## src/rtl/axis_trigger_pkg.sv

```systemverilog
`default_nettype none
// ============================================================================
// Module      : axis_trigger_pkg
// Description : Shared state encodings and default widths for the trigger path.
// Revision    : 1.0 - initial release
// ============================================================================
package axis_trigger_pkg;

    localparam int unsigned DATA_WIDTH_DEF       = 66;
    localparam int unsigned AXIS_TDATA_WIDTH_DEF = 128;
    localparam int unsigned CNTR_WIDTH_DEF       = 32;

    typedef enum logic [1:0] {
        ST_IDLE    = 2'd0,
        ST_ARMED   = 2'd1,
        ST_HOLDOFF = 2'd2,
        ST_DONE    = 2'd3
    } state_t;

endpackage
`default_nettype wire

```

## src/rtl/axis_event_slot.sv

```systemverilog
`default_nettype none
// ============================================================================
// Module      : axis_event_slot
// Description : Single-entry AXI4-Stream output register with capture/drain.
// Revision    : 1.0 - initial release
// ============================================================================
module axis_event_slot
    import axis_trigger_pkg::*;
#(
    parameter int unsigned WIDTH = AXIS_TDATA_WIDTH_DEF
) (
    input  logic             clk,
    input  logic             rst,
    input  logic             capture_i,
    input  logic [WIDTH-1:0] data_i,
    input  logic             tready_i,
    output logic             tvalid_o,
    output logic [WIDTH-1:0] tdata_o,
    output logic             free_o
);

    logic             valid_q;
    logic [WIDTH-1:0] data_q;

    // A capture in the same cycle as a drain simply overwrites the slot.
    always_ff @(posedge clk) begin
        if (rst) begin
            valid_q <= 1'b0;
            data_q  <= '0;
        end else if (capture_i) begin
            valid_q <= 1'b1;
            data_q  <= data_i;
        end else if (valid_q && tready_i) begin
            valid_q <= 1'b0;
        end
    end

    assign tvalid_o = valid_q;
    assign tdata_o  = data_q;
    assign free_o   = ~valid_q | tready_i;

endmodule
`default_nettype wire

```

## src/rtl/axis_trigger_sequencer.sv

```systemverilog
`default_nettype none
// ============================================================================
// Module      : axis_trigger_sequencer
// Description : Run controller gating trigger events onto an AXI4-Stream sink.
// Revision    : 1.0 - initial release
// ============================================================================
module axis_trigger_sequencer
    import axis_trigger_pkg::*;
#(
    parameter int unsigned DATA_WIDTH       = DATA_WIDTH_DEF,
    parameter int unsigned AXIS_TDATA_WIDTH = AXIS_TDATA_WIDTH_DEF,
    parameter int unsigned CNTR_WIDTH       = CNTR_WIDTH_DEF
) (
    input  logic                        aclk,
    input  logic                        areset,
    input  logic [DATA_WIDTH-1:0]       cfg_mask,
    input  logic [CNTR_WIDTH-1:0]       cfg_holdoff,
    input  logic [CNTR_WIDTH-1:0]       cfg_limit,
    input  logic                        start,
    input  logic                        stop,
    input  logic [AXIS_TDATA_WIDTH-1:0] s_axis_tdata,
    input  logic                        s_axis_tvalid,
    output logic [AXIS_TDATA_WIDTH-1:0] m_axis_tdata,
    output logic                        m_axis_tvalid,
    input  logic                        m_axis_tready,
    output logic [1:0]                  sts_state,
    output logic [CNTR_WIDTH-1:0]       sts_events,
    output logic [CNTR_WIDTH-1:0]       sts_drops,
    output logic                        busy
);

    localparam logic [CNTR_WIDTH-1:0] CNT_MAX = '1;
    localparam logic [CNTR_WIDTH-1:0] CNT_ONE = CNTR_WIDTH'(1);

    state_t                  state_q;
    logic                    busy_q;
    logic [DATA_WIDTH-1:0]   mask_q;
    logic [CNTR_WIDTH-1:0]   holdoff_q;
    logic [CNTR_WIDTH-1:0]   limit_q;
    logic [CNTR_WIDTH-1:0]   hcnt_q;
    logic [CNTR_WIDTH-1:0]   events_q;
    logic [CNTR_WIDTH-1:0]   drops_q;
    logic [CNTR_WIDTH-1:0]   events_d;
    logic [CNTR_WIDTH-1:0]   drops_d;

    logic w_qual;
    logic w_free;
    logic w_capture;
    logic w_drop;

    assign w_qual    = s_axis_tvalid & (|(s_axis_tdata[DATA_WIDTH-1:0] & mask_q));
    assign w_capture = (state_q == ST_ARMED) & w_qual & w_free & ~stop;
    assign w_drop    = (state_q == ST_ARMED) & w_qual & ~w_free & ~stop;
    assign events_d  = (events_q == CNT_MAX) ? events_q : events_q + CNT_ONE;
    assign drops_d   = (drops_q == CNT_MAX) ? drops_q : drops_q + CNT_ONE;

    always_ff @(posedge aclk) begin
        if (areset) begin
            state_q   <= ST_IDLE;
            busy_q    <= 1'b0;
            mask_q    <= '0;
            holdoff_q <= '0;
            limit_q   <= '0;
            hcnt_q    <= '0;
            events_q  <= '0;
            drops_q   <= '0;
        end else if (stop) begin
            // Abort leaves the output slot alone so a pending event still drains.
            state_q <= ST_IDLE;
            busy_q  <= 1'b0;
        end else begin
            case (state_q)
                ST_IDLE, ST_DONE: begin
                    if (start) begin
                        state_q   <= ST_ARMED;
                        busy_q    <= 1'b1;
                        mask_q    <= cfg_mask;
                        holdoff_q <= cfg_holdoff;
                        limit_q   <= cfg_limit;
                        hcnt_q    <= '0;
                        events_q  <= '0;
                        drops_q   <= '0;
                    end
                end
                ST_ARMED: begin
                    if (w_capture) begin
                        events_q <= events_d;
                        if ((limit_q != '0) && (events_d == limit_q)) begin
                            state_q <= ST_DONE;
                            busy_q  <= 1'b0;
                        end else if (holdoff_q != '0) begin
                            state_q <= ST_HOLDOFF;
                            hcnt_q  <= holdoff_q;
                        end
                    end else if (w_drop) begin
                        drops_q <= drops_d;
                    end
                end
                ST_HOLDOFF: begin
                    hcnt_q <= hcnt_q - CNT_ONE;
                    if (hcnt_q == CNT_ONE) begin
                        state_q <= ST_ARMED;
                    end
                end
                default: begin
                    state_q <= ST_IDLE;
                    busy_q  <= 1'b0;
                end
            endcase
        end
    end

    axis_event_slot #(
        .WIDTH     (AXIS_TDATA_WIDTH)
    ) u_slot (
        .clk       (aclk),
        .rst       (areset),
        .capture_i (w_capture),
        .data_i    (s_axis_tdata),
        .tready_i  (m_axis_tready),
        .tvalid_o  (m_axis_tvalid),
        .tdata_o   (m_axis_tdata),
        .free_o    (w_free)
    );

    assign sts_state  = state_q;
    assign sts_events = events_q;
    assign sts_drops  = drops_q;
    assign busy       = busy_q;

endmodule
`default_nettype wire

```

## config.mk

```make
export PLATFORM = sky130hd
export DESIGN_NAME = axis_trigger_sequencer
export DESIGN_NICKNAME = d
export VERILOG_FILES = /design/src/rtl/axis_trigger_pkg.sv /design/src/rtl/axis_event_slot.sv /design/src/rtl/axis_trigger_sequencer.sv
export SDC_FILE = /design/constraint.sdc
export NUM_CORES = 1
export LEC_CHECK = 0
export BUFFER_PORTS_ARGS = -buffer_cell sky130_fd_sc_hd__buf_4
export CELL_PAD_IN_SITES_DETAIL_PLACEMENT = 1
export CELL_PAD_IN_SITES_GLOBAL_PLACEMENT = 2
export CORE_AREA = 10 10 242 244
export CTS_CLUSTER_SIZE = 28
export DETAILED_ROUTE_END_ITERATION = 12
export DIE_AREA = 0 0 252 254
export MAX_ROUTING_LAYER = met4
export PLACE_DENSITY = 0.9
export SLEW_MARGIN = 20
export SYNTH_ARGS = -nofsm -noshare
export SYNTH_HDL_FRONTEND = slang
export SYNTH_SLANG_ARGS = --single-unit
```

## constraint.sdc

```tcl
create_clock -name aclk -period 8.5 [get_ports aclk]
set_input_delay 0.85 -clock aclk [delete_from_list [all_inputs] [get_ports aclk]]
set_output_delay 0.85 -clock aclk [all_outputs]
set_load 0.02 [all_outputs]
```

# Yosys cells after proc, flatten, opt, wreduce, memory -nomap -nowiden
# Cells that the tools add are included.
# word_totals
input_bits	264
out_inout_bits	196
ff_bits	358
# op_classes
mux	24
eq_ne	17
bitwise_logic	11
n_reduce_logical	16
addsub	3
# op_table
cell	n
$mux W32	9
$pmux W32 S2	2
$pmux W32 S3	1
$and A66 B66 Y66	1
$reduce_or A66 Y1	1
$add A32 B1 Y32 const B	2
$eq A32 B32 Y1 const B	2
$reduce_bool A32 Y1	2
$eq A32 B1 Y1 const B	1
$eq A32 B32 Y1	1
$sub A32 B1 Y32 const B	1
$ne A2 B2 Y1 const B	6
$reduce_and A4 Y1	3
$mux W2	5
$and A1 B1 Y1	6
$ne A2 B1 Y1 const B	3
$pmux W2 S3	1
$reduce_and A6 Y1	1
$mux W1	5
$reduce_and A5 Y1	1
$eq A2 B2 Y1 const B	2
$reduce_bool A2 Y1	2
$reduce_or A2 Y1	2
$ne A3 B1 Y1 const B	1
7 further kinds	10

# Longest topological paths before layout
# logic_depth
word_depth	9
mapped_depth	15
ltp_nobuf	11

# Cells and area by module
# A second synthesis with hierarchy kept.
# unflattened
hier_cells	1993
hier_area_um2	16713.5
# by_module_without_submodules
module	instances	cells_per_inst	seq_area_each_um2	area_per_inst_um2
axis_trigger_sequencer	1	1576	4584.4	12037.8
axis_event_slot	1	417	2582.5	4675.7

# Least setup slack after synthesis
# OpenSTA, ideal clock, no wires.
# synth_path
path_type	flip-flop to flip-flop
from	register events_q[0] (netlist: sts_events[0])
to	register hcnt_q[10]
t_required_ps	8428
path_stages_with_launch	14
setup_time_ps	72
path_slack_ps	5035
n_path_buf	3
t_arrival_ps	3394
path_cell_list	dfxtp_1 -> ha_1 -> nand3_2 -> or4_4 -> buf_6 -> a21oi_1 -> xnor2_1 -> nand4_4 -> nor4_4 -> nand4_2 -> a31oi_1 -> buf_6 -> buf_12 -> mux2i_1
# synth_via
elab_chain_cells	6
# synth_rtl
element	line_no	text
start, declared	axis_trigger_sequencer.sv:41	logic [CNTR_WIDTH-1:0] events_q;
start signal, assigned	axis_trigger_sequencer.sv:87	events_q <= events_d;
$add A32 B1 Y32 / $eq A32 B32 Y1 (equally long branches)	axis_trigger_sequencer.sv:54	assign events_d = (events_q == CNT_MAX) ? events_q : events_q + CNT_ONE;
$mux W32 (*)	axis_trigger_sequencer.sv:54	
$eq A32 B32 Y1 (*)	axis_trigger_sequencer.sv:88	if ((limit_q != '0) && (events_d == limit_q)) begin
$logic_and A1 B1 Y1 (*)	axis_trigger_sequencer.sv:88	
$ne A2 B2 Y1 (no line) (*)	--	
$reduce_and A5 Y1 (no line) (*)	--	
end signal, assigned	axis_trigger_sequencer.sv:93	hcnt_q <= holdoff_q;
end signal, assigned	axis_trigger_sequencer.sv:100	hcnt_q <= hcnt_q - CNT_ONE;
end, declared	axis_trigger_sequencer.sv:40	logic [CNTR_WIDTH-1:0] hcnt_q;
# Every way passes the cells marked *; elsewhere a longest branch is shown, timed or not.
# A chain may end at the register's enable or synchronous reset.

# Worst setup path after layout
# layout_path
from	register events_q[0] (netlist: sts_events[0])
to	register hcnt_q[25]
# The elaborated chain is that of the path after synthesis.

==> results.py <==
metrics = {
    "run_status": {
        "status": "finished clean",
    },
    "worst_setup_path": {
        "crit_type": "flop to flop",
        "cp_cell_sequence": "ha_1 -> nand3_2 -> nor4_1 -> a311oi_1 -> xnor2_1 -> o21ai_0 -> nor4_4 -> nand4_2 -> a31oi_4 -> buf_4 -> mux2i_1",
        "worstPathArrival_ns": 4.99,
        "cp_top_family": "simple AND/OR/NAND/NOR gates",
        "slowest_stage": "nor4_1",
        "critical_path_required_ns": 8.99,
        "critPathCaptureType": "flop",
        "cp_max_fo": 28,
        "slowest_delay_ns": 0.73,
        "start_kind": "flop",
        "critPathBufInv": 1,
    },
    "drt": {
        "routed-via-count": 17700,
        "drt-pass1-iter-count": 4,
        "drt_iter0_drc": 909,
        "drt_wl_total_um": 75400,
        "drc_errors": 0,
        "antenna_left": 0,
        "viasPerCell": 5.29,
        "avgRoutedWirePerCell_um": 22.6,
    },
    "clock_network": {
        "tritoncts": "done",
        "cts.repair.resized": 0,
        "cts_made_buffers": 43,
        "cts.sinks": 358,
        "clk_latency_ns": 0.57,
        "cts.reportedPaths.clkPinSlew_ns": 0.06,
        "clockRootBuffer": "clkbuf_16",
        "htreeDepth": 2,
        "cts_hold_buffers": 0,
        "cts_setup_buffers": 0,
        "cts.path.max_buffers": 3,
    },
    "sta": {
        "relSlewSlack_pct": 32.8,
        "finClkSkew_ns": 0.0111,
        "finalCritPeriodShare_pct": 53.0,
        "drv_slew": 0,
        "finalHoldViolCount": 0,
        "rsz0062_at_grt": "false",
        "setup_tns_ns": 0,
        "setup_viol": 0,
        "fmax_ghz": 0.222,
        "worst_slew_pin_slew_ns": 1.01,
        "fin_crit_ns": 4.51,
    },
    "grt": {
        "grt.total_usage_pct": 23.2,
        "grt_start_max_net_pins": 83,
        "gr-total-overflow": 0,
        "grt_pass1_vias": 18500,
        "grt_pass1_wl_um": 113000,
        "antenna_found_initial": 20,
    },
    "synthesis": {
        "synth_edf_count": 0,
        "synth_seq_cells": 358,
        "netlist_area_um2": 17100,
        "syn_inst": 2231,
        "syn_nets": 2501,
        "synth.area.top_cells": "dfxtp_1 (42%), nand2_1 (15%), a21oi_1 (9.5%)",
        "synthFlopType": "dfxtp_1",
        "synthArstFlopShare_pct": 0,
        "syn_avg_cell_area_um2": 7.64,
        "yosysTopAreaCellShare_pct": 42.0,
        "ys_types": 89,
        "yosysWarnings": 0,
        "synth_seq_area_share_pct": 42.0,
        "yosysTopAreaCell": "dfxtp_1",
    },
    "place": {
        "gp_congestion": 0.900,
        "dp_hpwl_um": 57100,
        "port_buffers": 459,
    },
    "floorplanning": {
        "row_count": 85,
        "fp.dieArea_um2": 64000,
        "core_um2": 53600,
        "fp.dieW_um": 252,
        "dieHeight_um": 254,
        "start_util_pct": 31.8,
        "num_io_pins": 460,
    },
    "finish": {
        "final_nets": 2865,
        "layout_commonest_cell": "nand2_1",
        "syn_to_final_growth_pct": 30.5,
        "most-common-layout-cells": "nand2_1 (684), buf_4 (472), dfxtp_1 (358)",
        "drive_gt1_share_pct": 22.4,
    },
    "job": {
        "drv_cap": 0,
    },
    "power_and_ir_drop": {
        "total_power_uw": 4100,
        "leakage_uw": 0.00868,
        "ir_drop_mv": 0.127,
        "p_per_area_nw_per_um2": 184,
    },
    "min_path": {
        "min_path_type": "flop to flop",
    },
}
registers in the layout (all words and copies together), names as in the netlist:
name,flops
busy,1
limit_q,32
sts_events,32
u_slot.tdata_o,128
u_slot.tvalid_o,1
sts_drops,32
holdoff_q,32
hcnt_q,32
mask_q,66
sts_state,2
power by group:
group | leakage [uW] | internal [uW] | switching, uW | total (uW)
clock network | 0.000689 | 1130 | 765 | 1890
registers | 0.00290 | 1720 | 38.9 | 1760
logic | 0.00509 | 186 | 258 | 444
total | 0.00868 | 3040 | 1060 | 4100
final timing paths:
check | slack, ns | endpoint | start | cells after the start
worst min-delay path | 0.46 | u_slot.tdata_o[28] | u_slot.tdata_o[28] | 2
worst max register to register | 3.99 | hcnt_q[25] | sts_events[0] | 11
worst min register to register | 0.46 | u_slot.tdata_o[28] | u_slot.tdata_o[28] | 2
worst max-delay path | 3.99 | hcnt_q[25] | sts_events[0] | 11
cell families after synthesis:
| kind of cell | after synthesis | synth area share (%) |
|---|---|---|
| muxes | 39 | 2.30 |
| DFF | 358 | 42.0 |
| AOI/OAI and AO/OA | 528 | 18.0 |
| xor gates and xnor gates | 68 | 3.49 |
| adders and majority gates | 6 | 0.440 |
| buffers and inverters | 182 | 5.18 |
| and+or+nand+nor | 1050 | 28.6 |
routing by layer:
metal  vias to the layer above  GRT usage (%)  share of wire, %
met2                       456           38.6                49
li1                       8447              -                 -
met3                       111           7.18               7.4
met5                         -              -                 0
met4                         0           8.97               3.3
met1                      8651           25.7                40
worst min-delay path: stages, from the launching register on:
cell	delay, ns
dfxtp_1	0.31
nand2_1	0.05
a21oi_1	0.05
stage by stage:
stage               instances  setup WS (ns)  utilization, %  hold slack, ns  instance area (um2)
floorplan                2231           5.03               -           0.436                17100
global placement         3245           3.79            38.7           0.442                20800
detailed placement       3245           3.75            38.7           0.450                20800
CTS                      3320           4.08            41.4           0.458                22200
global route             3341           3.68            41.5           0.479                22300
finish                   3341           3.99            41.5           0.457                22300
synth_stat cells (5+ instances only):
master	number
nand3_1	38
nor4_1	36
buf_2	12
mux2i_1	38
nand2_1	685
nor2b_1	9
a22o_1	12
nor2_1	66
buf_6	9
clkbuf_1	115
nor3b_1	6
a21oi_1	323
nor3_1	36
or4_1	13
and2_1	14
nand4_1	36
or3_1	31
clkbuf_8	5
o21ai_0	86
and3_1	10
dfxtp_1	358
ha_1	6
or2_2	6
inv_1	27
xor2_1	34
a22oi_1	20
a31oi_1	13
nand2b_1	6
and4_1	16
a221oi_1	14
xnor2_1	34
o31ai_1	9
layout make-up:
type,instances,area [um2]
Multi-Input combinational cell,1691,9060
Timing Repair Buffer,474,3590
Tap cell,696,871
Clock buffer,63,1230
Sequential cell,358,7170
Fill cell,6611,31300
Antenna cell,20,50.0
Clock inverter,12,188
Inverter,27,101
Power figures use the tool's default switching activity.
